**config.mk**
```make
export PLATFORM = sky130hd
export DESIGN_NAME = m2_moore_vend
export DESIGN_NICKNAME = d
export VERILOG_FILES = /design/src/rtl/m2_pkg.sv /design/src/rtl/m2_edge_det.sv /design/src/rtl/m2_moore_vend.sv
export SDC_FILE = /design/constraint.sdc
export NUM_CORES = 1
export LEC_CHECK = 0
export CAP_MARGIN = 20
export CORE_AREA = 2 2 39 41
export CTS_CLUSTER_SIZE = 14
export DETAILED_ROUTE_END_ITERATION = 6
export DIE_AREA = 0 0 41 43
export HOLD_SLACK_MARGIN = 0.05
export PLACE_DENSITY = 0.68
export SYNTH_ARGS = -nofsm -noshare
export SYNTH_HDL_FRONTEND = slang
export SYNTH_SLANG_ARGS = --single-unit
```
**constraint.sdc**
```tcl
create_clock -name clk -period 1.68 [get_ports clk]
set_input_delay 0.336 -clock clk [delete_from_list [all_inputs] [get_ports clk]]
set_output_delay 0.336 -clock clk [all_outputs]
set_load 0.01 [all_outputs]
```
**src/rtl/m2_pkg.sv**
```systemverilog
// ---------------------------------------------------------------------------
// m2_pkg
//   Shared definitions for the Moore vending controller:
//     - state_t       : the four controller states
//     - DEF_*         : default values for the controller parameters
//     - cnt_width()   : width of a down-to-zero counter that must reach n-1
// ---------------------------------------------------------------------------
package m2_pkg;

  // Controller states. Two bits cover all four states exactly.
  typedef enum logic [1:0] {
    IDLE    = 2'd0,
    COLLECT = 2'd1,
    VEND    = 2'd2,
    REFUND  = 2'd3
  } state_t;

  localparam int DEF_PRICE       = 3;
  localparam int DEF_CNT_W       = 2;
  localparam int DEF_TIMEOUT     = 8;
  localparam int DEF_VEND_CYCLES = 2;

  // Bits needed for a counter running 0..n-1; never narrower than one bit
  // so that n = 1 or n = 2 still yields a legal vector.
  function automatic int cnt_width(input int n);
    if (n <= 2) begin
      return 1;
    end
    return $clog2(n);
  endfunction

endpackage

```
**src/rtl/m2_edge_det.sv**
```systemverilog
// ---------------------------------------------------------------------------
// m2_edge_det
//   Rising-edge detector. Keeps a registered copy of d and flags the cycle
//   in which d is high while its copy from the previous cycle was low.
//
// Ports
//   clk  : clock, rising edge active
//   R    : synchronous active-high reset, clears the registered copy
//   d    : level input to watch
//   rise : high for the cycle in which d goes from 0 to 1
// ---------------------------------------------------------------------------
module m2_edge_det (
  input  logic clk,
  input  logic R,
  input  logic d,
  output logic rise
);

  logic d_q;

  // Previous-cycle copy of d. Clearing it on reset means a level that is
  // already high when reset releases is reported as a fresh edge once.
  always_ff @(posedge clk) begin
    if (R) begin
      d_q <= 1'b0;
    end else begin
      d_q <= d;
    end
  end

  assign rise = d & ~d_q;

endmodule

```
**src/rtl/m2_moore_vend.sv**
```systemverilog
// ---------------------------------------------------------------------------
// m2_moore_vend
//   Moore-style vending controller. A transaction starts on iT, collects
//   coin edges on iM until PRICE is reached (vend for VEND_CYCLES cycles),
//   or ends in a one-cycle refund on cancel (iC) or after TIMEOUT idle
//   cycles without a coin. All outputs come straight from registers.
//
// Parameters
//   PRICE       : coin events needed to vend, 1..2**CNT_W-1
//   CNT_W       : width of the coin counter and of D
//   TIMEOUT     : coin-free COLLECT cycles before refund, >= 2
//   VEND_CYCLES : cycles that V is held high, >= 1
//
// Ports
//   clk : clock, rising edge active
//   R   : synchronous active-high reset
//   iT  : start-transaction request (level)
//   iM  : coin input, one event per rising edge
//   iC  : cancel request (level)
//   T   : transaction active
//   V   : vend
//   F   : refund
//   D   : coins accepted in the current transaction
// ---------------------------------------------------------------------------
module m2_moore_vend
  import m2_pkg::*;
#(
  parameter int PRICE       = DEF_PRICE,
  parameter int CNT_W       = DEF_CNT_W,
  parameter int TIMEOUT     = DEF_TIMEOUT,
  parameter int VEND_CYCLES = DEF_VEND_CYCLES
) (
  input  logic             clk,
  input  logic             R,
  input  logic             iT,
  input  logic             iM,
  input  logic             iC,
  output logic             T,
  output logic             V,
  output logic             F,
  output logic [CNT_W-1:0] D
);

  localparam int TO_W = cnt_width(TIMEOUT);
  localparam int VC_W = cnt_width(VEND_CYCLES);

  localparam logic [CNT_W-1:0] PRICE_C = CNT_W'(PRICE);
  localparam logic [TO_W-1:0]  TO_LAST = TO_W'(TIMEOUT - 1);
  localparam logic [VC_W-1:0]  VC_LAST = VC_W'(VEND_CYCLES - 1);

  // Refuse to build with a parameter set the counters cannot represent.
  if (CNT_W < 1) begin : g_bad_cnt_w
    $error("m2_moore_vend: CNT_W must be at least 1");
  end
  if (PRICE < 1 || PRICE > (2 ** CNT_W) - 1) begin : g_bad_price
    $error("m2_moore_vend: PRICE must lie in 1..2**CNT_W-1");
  end
  if (TIMEOUT < 2) begin : g_bad_timeout
    $error("m2_moore_vend: TIMEOUT must be at least 2");
  end
  if (VEND_CYCLES < 1) begin : g_bad_vend_cycles
    $error("m2_moore_vend: VEND_CYCLES must be at least 1");
  end

  state_t           state;
  state_t           state_nxt;
  logic [CNT_W-1:0] count;
  logic [CNT_W-1:0] count_nxt;
  logic [CNT_W-1:0] count_inc;
  logic [TO_W-1:0]  tmo;
  logic [TO_W-1:0]  tmo_nxt;
  logic [VC_W-1:0]  vcnt;
  logic [VC_W-1:0]  vcnt_nxt;
  logic             coin;
  logic             t_q;
  logic             v_q;
  logic             f_q;

  // A held coin line produces a single event; the detector owns the
  // registered copy of iM so reset clears it along with everything else.
  m2_edge_det u_coin_edge (
    .clk  (clk),
    .R    (R),
    .d    (iM),
    .rise (coin)
  );

  // count never reaches PRICE while collecting, so this cannot wrap.
  assign count_inc = count + CNT_W'(1);

  // Next-state and next-counter logic. In COLLECT the order of the if-chain
  // is the priority: cancel beats a coin arriving in the same cycle, a coin
  // that completes the price beats the timeout, and only a coin-free cycle
  // advances the timeout counter.
  always_comb begin
    state_nxt = state;
    count_nxt = count;
    tmo_nxt   = tmo;
    vcnt_nxt  = vcnt;
    case (state)
      IDLE: begin
        count_nxt = '0;
        tmo_nxt   = '0;
        vcnt_nxt  = '0;
        if (iT) begin
          state_nxt = COLLECT;
        end
      end
      COLLECT: begin
        if (iC) begin
          state_nxt = REFUND;
        end else if (coin) begin
          tmo_nxt   = '0;
          count_nxt = count_inc;
          if (count_inc == PRICE_C) begin
            state_nxt = VEND;
            vcnt_nxt  = '0;
          end
        end else if (tmo == TO_LAST) begin
          state_nxt = REFUND;
        end else begin
          tmo_nxt = tmo + TO_W'(1);
        end
      end
      VEND: begin
        if (vcnt == VC_LAST) begin
          state_nxt = IDLE;
          count_nxt = '0;
          vcnt_nxt  = '0;
        end else begin
          vcnt_nxt = vcnt + VC_W'(1);
        end
      end
      REFUND: begin
        state_nxt = IDLE;
        count_nxt = '0;
      end
      default: begin
        state_nxt = IDLE;
        count_nxt = '0;
        tmo_nxt   = '0;
        vcnt_nxt  = '0;
      end
    endcase
  end

  // State, counters and the T/V/F flags all update on the same edge. The
  // flags are decoded from the next state so they line up with the state
  // register and drive the outputs with no logic behind them.
  always_ff @(posedge clk) begin
    if (R) begin
      state <= IDLE;
      count <= '0;
      tmo   <= '0;
      vcnt  <= '0;
      t_q   <= 1'b0;
      v_q   <= 1'b0;
      f_q   <= 1'b0;
    end else begin
      state <= state_nxt;
      count <= count_nxt;
      tmo   <= tmo_nxt;
      vcnt  <= vcnt_nxt;
      t_q   <= (state_nxt != IDLE);
      v_q   <= (state_nxt == VEND);
      f_q   <= (state_nxt == REFUND);
    end
  end

  assign T = t_q;
  assign V = v_q;
  assign F = f_q;
  assign D = count;

endmodule

```
## Yosys cells after proc, flatten, opt, wreduce, memory -nomap -nowiden

Index checks and enable logic that the tools add are counted.

- Flip-flop bits (word level): 12
- Bits of input ports: 5
- Output and inout bits: 5
- Word-level logic and storage cells: 53

- Add/sub/neg operators: 3
- Equal/unequal tests: 12
- Multiplexer cells: 20
- Bitwise operators: 2
- Reductions and logical operators: 8

Operators by type and width:

| operator | count |
|---|---|
| $mux W2 | 9 |
| $eq A2 B2 Y1 const B | 5 |
| $mux W3 | 3 |
| $ne A2 B2 Y1 const B | 4 |
| $pmux W2 S4 | 1 |
| $pmux W2 S3 | 1 |
| $pmux W3 S2 | 1 |
| $reduce_and A3 Y1 | 2 |
| $mux W1 | 4 |
| $reduce_and A4 Y1 | 1 |
| $reduce_bool A2 Y1 | 2 |
| $add A3 B1 Y3 const B | 1 |
| $eq A3 B3 Y1 const B | 1 |
| $ne A3 B3 Y1 const B | 1 |
| $pmux W1 S3 | 1 |
| $reduce_bool A3 Y1 | 1 |
| $add A2 B1 Y2 const B | 1 |
| $eq A2 B1 Y1 const B | 1 |
| $logic_not A2 Y1 | 1 |
| $reduce_or A2 Y1 | 1 |
| $add A1 B1 Y1 const B | 1 |
| $and A1 B1 Y1 | 1 |
| $not A1 Y1 | 1 |

## Longest topological paths before layout

Gate-level depths: netlist of the first run.

- Depth after elaboration: 7
- Mapped depth: 6
- Gate-level depth less buffers: 6

## Modules after synthesis

From an unflattened synthesis of the first run, not the netlist that was laid out.

- Cells, all modules: 56
- Area total of the unflattened synthesis: 581.8 um2

By module, submodules not included:

| module | instances | cells each | area each (um2) | seq. area each (um2) |
|---|---|---|---|---|
| m2_moore_vend | 1 | 53 | 534.3 | 220.2 |
| m2_edge_det | 1 | 3 | 47.5 | 20.0 |

## Worst setup path before layout of the first run

Ideal clock, no wire load.

- Path kind: reg2reg
- Start: reg tmo[0]
- End: reg tmo[0]
- Library setup time: 0.119 ns
- Data arrival time: 1.166 ns
- Data required time: 1.561 ns
- Slack: 0.395 ns
- Stages on the path, launching flop included: 6
- Buffers on the path: 0
- Clock period less this slack: 1.285 ns
- Cell sequence: dfxtp_1 > ha_1 > ha_1 > a21o_1 > a21o_2 > mux2i_1

- Longest elaborated chain between the ends: 5
- Elaborated cells on any way between the ends: 8
- Those cells by class: add/sub (1); eq/ne (2); mux (4); reduce/logical (1)

Ends and longest elaborated chain:

| item | line | source |
|---|---|---|
| start: declaration | m2_moore_vend.sv:70 | `logic [TO_W-1:0] tmo;` |
| start signal: assignment | m2_moore_vend.sv:162 | `tmo <= tmo_nxt;` |
| $add A3 B1 Y3 | m2_moore_vend.sv:122 | `tmo_nxt = tmo + TO_W'(1);` |
| $mux W3 | m2_moore_vend.sv:119 | `end else if (tmo == TO_LAST) begin` |
| $mux W3 | m2_moore_vend.sv:112 | `end else if (coin) begin` |
| $mux W3 | m2_moore_vend.sv:110 | `if (iC) begin` |
| $pmux W3 S2 | m2_moore_vend.sv:100 | `case (state)` |

Several ways; a longest one is shown, not always the timed one. The select of a mux whose other input is x is not followed.
A chain may end at the register's enable or synchronous reset.

## Final worst setup path of the first run

- Start: reg count[0], in the netlist D[0]
- End: out D[0]

RTL lines:

| item | line | source |
|---|---|---|
| start: declaration | m2_moore_vend.sv:67 | `logic [CNT_W-1:0] count;` |
| start signal: assignment | m2_moore_vend.sv:161 | `count <= count_nxt;` |
| end: declaration | m2_moore_vend.sv:41 | `output logic [CNT_W-1:0] D` |

No word-level cell between the ends.

==> results.cfg, run 1 <==
[floorplan]
die_y_um = 43
rows = 14
core-area_um2 = 1380
dieArea_um2 = 1760
chipWidth_um = 41
pin_count = 10
start_util_pct = 42.5

[clock_tree]
clk_latency_ns = 0.27
post_cts_resized = 0
cts.reportedPaths.clkPinSlew_ns = 0.07
hold_buffers = 0
cts-htree-levels = 1
clkSinkCount = 12
cts_root_buffer = clkbuf_4
cts.path.max_buffers = 2
postCtsSetupBuffers = 0
tritoncts = yes
numCtsBuffers = 3

[placement]
dp_hpwl_um = 765
port_buffers = 9
pre_cts_slack_ns = 0.0371
place_area_um2 = 709
gp_congestion = 0.703

[yosys]
synth_common_cells = dfxtp_1 (12), mux2i_1 (6), nor2_1 (6)
synth_most_common_cell = dfxtp_1
yosys.cell_types.count = 25
syn-num-nets = 64
synth_ff_type = dfxtp_1
synth_area_leaders = dfxtp_1 (41%), mux2i_1 (10%), ha_1 (6.4%)
ys_seq_elements = 12
synth_async_sr_flop_share_pct = 0
netlist_instances = 56
syn_avg_cell_area_um2 = 10.5
yosysSeqAreaShare_pct = 40.9
synth-edff-count = 0
yosysTopAreaCell = dfxtp_1
mappedNetlistArea_um2 = 588
yosys_warnings = 0
synth_top_area_share_pct = 40.9

[power]
power-per-cell-area_nw_per_um2 = 847
p_leak_uw = 0.000290
vdd_drop_max_mv = 0.396

[drt]
via_count = 440
wl_per_cell_um = 11.2
ant_nets = 0
drt_pass1_iterations = 4
drt-initial-drc-count = 7
drc = 0
post_drt_via_cell_ratio = 5.18
wl_um = 953

[worst_setup_path]
cp_num_buf_inv = 1
path_depth = 1
slowest_delay_ns = 0.55
critical_path_class = reg -> out
cp-start-kind = flip-flop
critPathArrivalTime_ns = 1.18
crit_chain = clkdlybuf4s50_1
cp.required_ns = 1.34
cp_slowest_cell = clkdlybuf4s50_1
endpoint_kind = output port
path_max_fanout = 4
path_delay_family = buffers and inverters
r2r_cells = 5

[finish]
n_fill_cell = 124
layout.nets = 79
area_growth_pct = 24.5
design_area_um2 = 732
multi_input_area_um2 = 333
drive_gt1_share_pct = 23.2
seqCellArea_um2 = 240
antenna_cells = 0

[grt]
antenna_found_initial = 0
overflow = 0
grt_pass1_wl_um = 1790
grt_start_max_net_pins = 9
groute.usage.overall_pct = 15.0
grt_pass1_vias = 476

[timing]
worst_slew_pin_slew_ns = 0.267
rsz0062_at_grt = no
hold_violations = 0
tns_ns = 0
finalCritPeriodShare_pct = 90.0
finalSetupViolCount = 0
clock_skew_ns = 0.00453
finalMaxSlewViolations = 0
fmax_mhz = 661
fin_crit_ns = 1.51
setup_slack_ns = 0.168
max_slew_margin_pct = 82.2

[run]
drv_cap = 0

[min_path]
hp-class = reg -> reg
hold_path_depth = 2

[outcome]
outcome = complete, no violations
## state kept, by name (all words and copies together) (netlist names)
| signal | flops |
|---|---|
| vcnt | 1 |
| tmo | 3 |
| D | 2 |
| F | 1 |
| V | 1 |
| T | 1 |
| state | 2 |
| u_coin_edge.d_q | 1 |
## routing by layer
layer / wire [µm] / vias to the layer above / track usage, %
li1: - / 226 / -
met1: 413 / 205 / 15.8
met2: 505 / 7 / 24.7
met3: 26 / 2 / 1.57
met4: 7 / 0 / 12.0
met5: 0 / - / 0
## stage by stage
stage	cells	hold WS (ns)	total power, µW	util [%]
3_5_place_dp	82	0.478	459	51.3
2_1_floorplan	56	0.456	412	-
3_3_place_gp	82	0.467	457	51.3
6_report	85	0.487	620	52.9
5_1_grt	85	0.530	661	52.9
4_1_cts	85	0.490	632	52.9
## path summary, 6_finish.rpt
check             startpoint     end  slack [ns]
setup / recovery        D[0]    D[0]        0.17
hold reg to reg       tmo[1]  tmo[1]        0.49
hold / removal        tmo[1]  tmo[1]        0.49
setup reg to reg      tmo[0]       T        0.31
## placed cells by master, fill, tap and decap left out, drive strengths merged, types with 3 or more instances in the layout
cell type      synthesis  layout
nor3b                  3       3
ha                     3       3
nand2b                 7       7
clkdlybuf4s50          0       9
nor2                   6       6
inv                    3       3
dfxtp                 12      12
clkbuf                 0       3
mux2i                  6       6
## cells by family after synthesis
kind of cell,Yosys count,share of synthesized area (%)
compound gates,10,14.9
fa+ha+maj,3,6.38
mux,6,10.2
flops,12,40.9
simple gates,21,25.1
buf+inv,4,2.55
## power by group
part | internal (µW) | leakage (µW) | switching [µW]
sequential | 303 | 0.0000983 | 16.7
combinational | 73.1 | 0.000178 | 58.7
clock | 82.8 | 0.0000138 | 85.5
total | 459 | 0.000290 | 161
## cell type report
type | instances | share of cell area (%)
Clock buffer | 3 | 3.08
Inverter | 3 | 1.54
Timing Repair Buffer | 11 | 14.4
Tap cell | 16 | 2.74
Sequential cell | 12 | 32.8
Multi-Input combinational cell | 40 | 45.5
(Power assumes the default switching activity.)
==> inputs of run 2 (changes only) <==
--- a/config.mk
+++ b/config.mk
@@ -11,7 +11,7 @@
 export DETAILED_ROUTE_END_ITERATION = 6
 export DIE_AREA = 0 0 41 43
 export HOLD_SLACK_MARGIN = 0.05
-export PLACE_DENSITY = 0.68
+export PLACE_DENSITY = 0.71
 export SYNTH_ARGS = -nofsm -noshare
 export SYNTH_HDL_FRONTEND = slang
 export SYNTH_SLANG_ARGS = --single-unit
==> run 2 against run 1 <==
Setup slack got worse by 0.026 ns. Clock skew barely moved. Non-clock buffer count down 1. Sequential cell count did not move. First-iteration DRC count fell by 71%. Clock power rose by 42%. Register-to-register slack improved by 0.03 ns. Die area is the same. Core utilization up 0.45 points. Worst hold slack better by 0.0058 ns. Cell area increased by 0.85%. Wire length rose by 6.7%. Highest routed layer unchanged.
==> results.cfg, run 2 (synthesis results as in run 1) <==
[worst_setup_path]
path_max_fanout = 4
cp-start-kind = flip-flop
critical_path_class = reg -> out
cp_slowest_cell = clkdlybuf4s50_1
path_delay_family = buffers and inverters
cp_num_buf_inv = 1
crit_chain = clkdlybuf4s50_1
slowest_delay_ns = 0.55
critPathArrivalTime_ns = 1.20
cp.required_ns = 1.34
endpoint_kind = output port

[grt]
grt_start_max_net_pins = 13
grt_pass1_wl_um = 1520
antenna_found_initial = 0
groute.usage.overall_pct = 13.4
overflow = 0
grt_pass1_vias = 373

[drt]
drt-initial-drc-count = 2
ant_nets = 0
via_count = 405
wl_um = 1020
drt_pass1_iterations = 3
post_drt_via_cell_ratio = 4.76
wl_per_cell_um = 12.0
drc = 0

[timing]
finalSetupViolCount = 0
fin_crit_ns = 1.54
clock_skew_ns = 0.00474
hold_violations = 0
tns_ns = 0
worst_slew_pin_slew_ns = 0.244
fmax_mhz = 650
rsz0062_at_grt = no
max_slew_margin_pct = 83.7
finalCritPeriodShare_pct = 91.6
finalMaxSlewViolations = 0

[clock_tree]
cts.reportedPaths.clkPinSlew_ns = 0.08
postCtsSetupBuffers = 0
clk_latency_ns = 0.28
cts-htree-levels = 1
clkSinkCount = 12
cts_root_buffer = clkbuf_4
tritoncts = yes
hold_buffers = 0
post_cts_resized = 0
cts.path.max_buffers = 2
numCtsBuffers = 3

[power]
p_leak_uw = 0.000292
p_sw_uw = 181
p_comb_share_pct = 19.0
p_seq_share_pct = 46.4
swShare_pct = 26.3
intPower_uw = 507
power-per-cell-area_nw_per_um2 = 932
clockPowerShare_pct = 34.7
vdd_drop_max_mv = 0.593

[finish]
antenna_cells = 0
n_fill_cell = 125
drive_gt1_share_pct = 23.2
fin_cells = 85
area_growth_pct = 25.5
fin_util_pct = 53.3
largest_register = tmo
layout.nets = 78
largest_reg_flops = 3
layout_commonest_cell = dfxtp_1
final_cell_mix = dfxtp_1 (12), clkdlybuf4s50_1 (9), nor2_1 (6), mux2i_1 (6), nand2b_1 (4)

[floorplan]
start_util_pct = 42.5
chipWidth_um = 41
pin_count = 10
rows = 14
die_y_um = 43
core-area_um2 = 1380
dieArea_um2 = 1760

[placement]
dp_hpwl_um = 756
dp_cells = 81
gp_congestion = 0.678
port_buffers = 9

[run]
drv_cap = 0

[min_path]
hp-class = reg -> reg

[outcome]
outcome = complete, no violations
[run 2: changes by cell type in the layout (fill, tap and decap cells not counted)]
| cell | previous run | this run |
|---|---|---|
| buf_4 | 2 | 1 |
| clkbuf_8 | 0 | 1 |
[run 2: final cells by class]
class                      count  area (µm²)  share of cell area, %
clock buffer                   4        36.3                   4.92
inverter                       3        11.3                   1.53
multi-input combinational     40         333                   45.1
sequential                    12         240                   32.5
tap                           16        20.0                   2.71
timing repair buffer          10        97.6                   13.2
[run 2: per-layer routing]
metal | GRT usage, % | vias up | routed length [µm]
met5 | 0 | - | 0
met4 | 12.0 | 0 | 13
met3 | 3.14 | 2 | 27
met2 | 18.4 | 5 | 468
met1 | 16.4 | 179 | 507
li1 | - | 219 | -
[run 2: path summary, 6_finish.rpt]
check                end  slack [ns]  depth (start not counted)   start
hold / removal    tmo[1]        0.49                          2  tmo[1]
setup reg to reg  tmo[1]        0.34                          5  tmo[0]
setup / recovery    D[0]        0.14                          1    D[0]
hold reg to reg   tmo[1]        0.49                          2  tmo[1]
[run 2: metrics by stage]
step | hold WS [ns] | setup slack (ns) | total power (µW) | instance area (µm²)
detailed placement | 0.481 | 0.0377 | 458 | 702
global placement | 0.465 | 0.0537 | 455 | 702
CTS | 0.494 | 0.128 | 695 | 738
floorplan | 0.456 | 0.395 | 412 | 588
global route | 0.527 | 0.101 | 719 | 738
finish | 0.492 | 0.142 | 688 | 738
[run 2: power groups by stage]
| stage | registers, µW | clock network [µW] | logic, µW |
|---|---|---|---|
| 4_1_cts | 319 | 244 | 132 |
| 5_1_grt | 322 | 257 | 140 |
| 2_1_floorplan | 328 | 0 | 84.6 |
| 3_3_place_gp | 326 | 0 | 129 |
| 6_report | 319 | 238 | 130 |
| 3_5_place_dp | 326 | 0 | 132 |
[run 2: worst min-delay path, stage by stage (launching register included)]
cell and delay, ns:
dfxtp_1 0.32, nand2b_1 0.07, mux2i_1 0.06
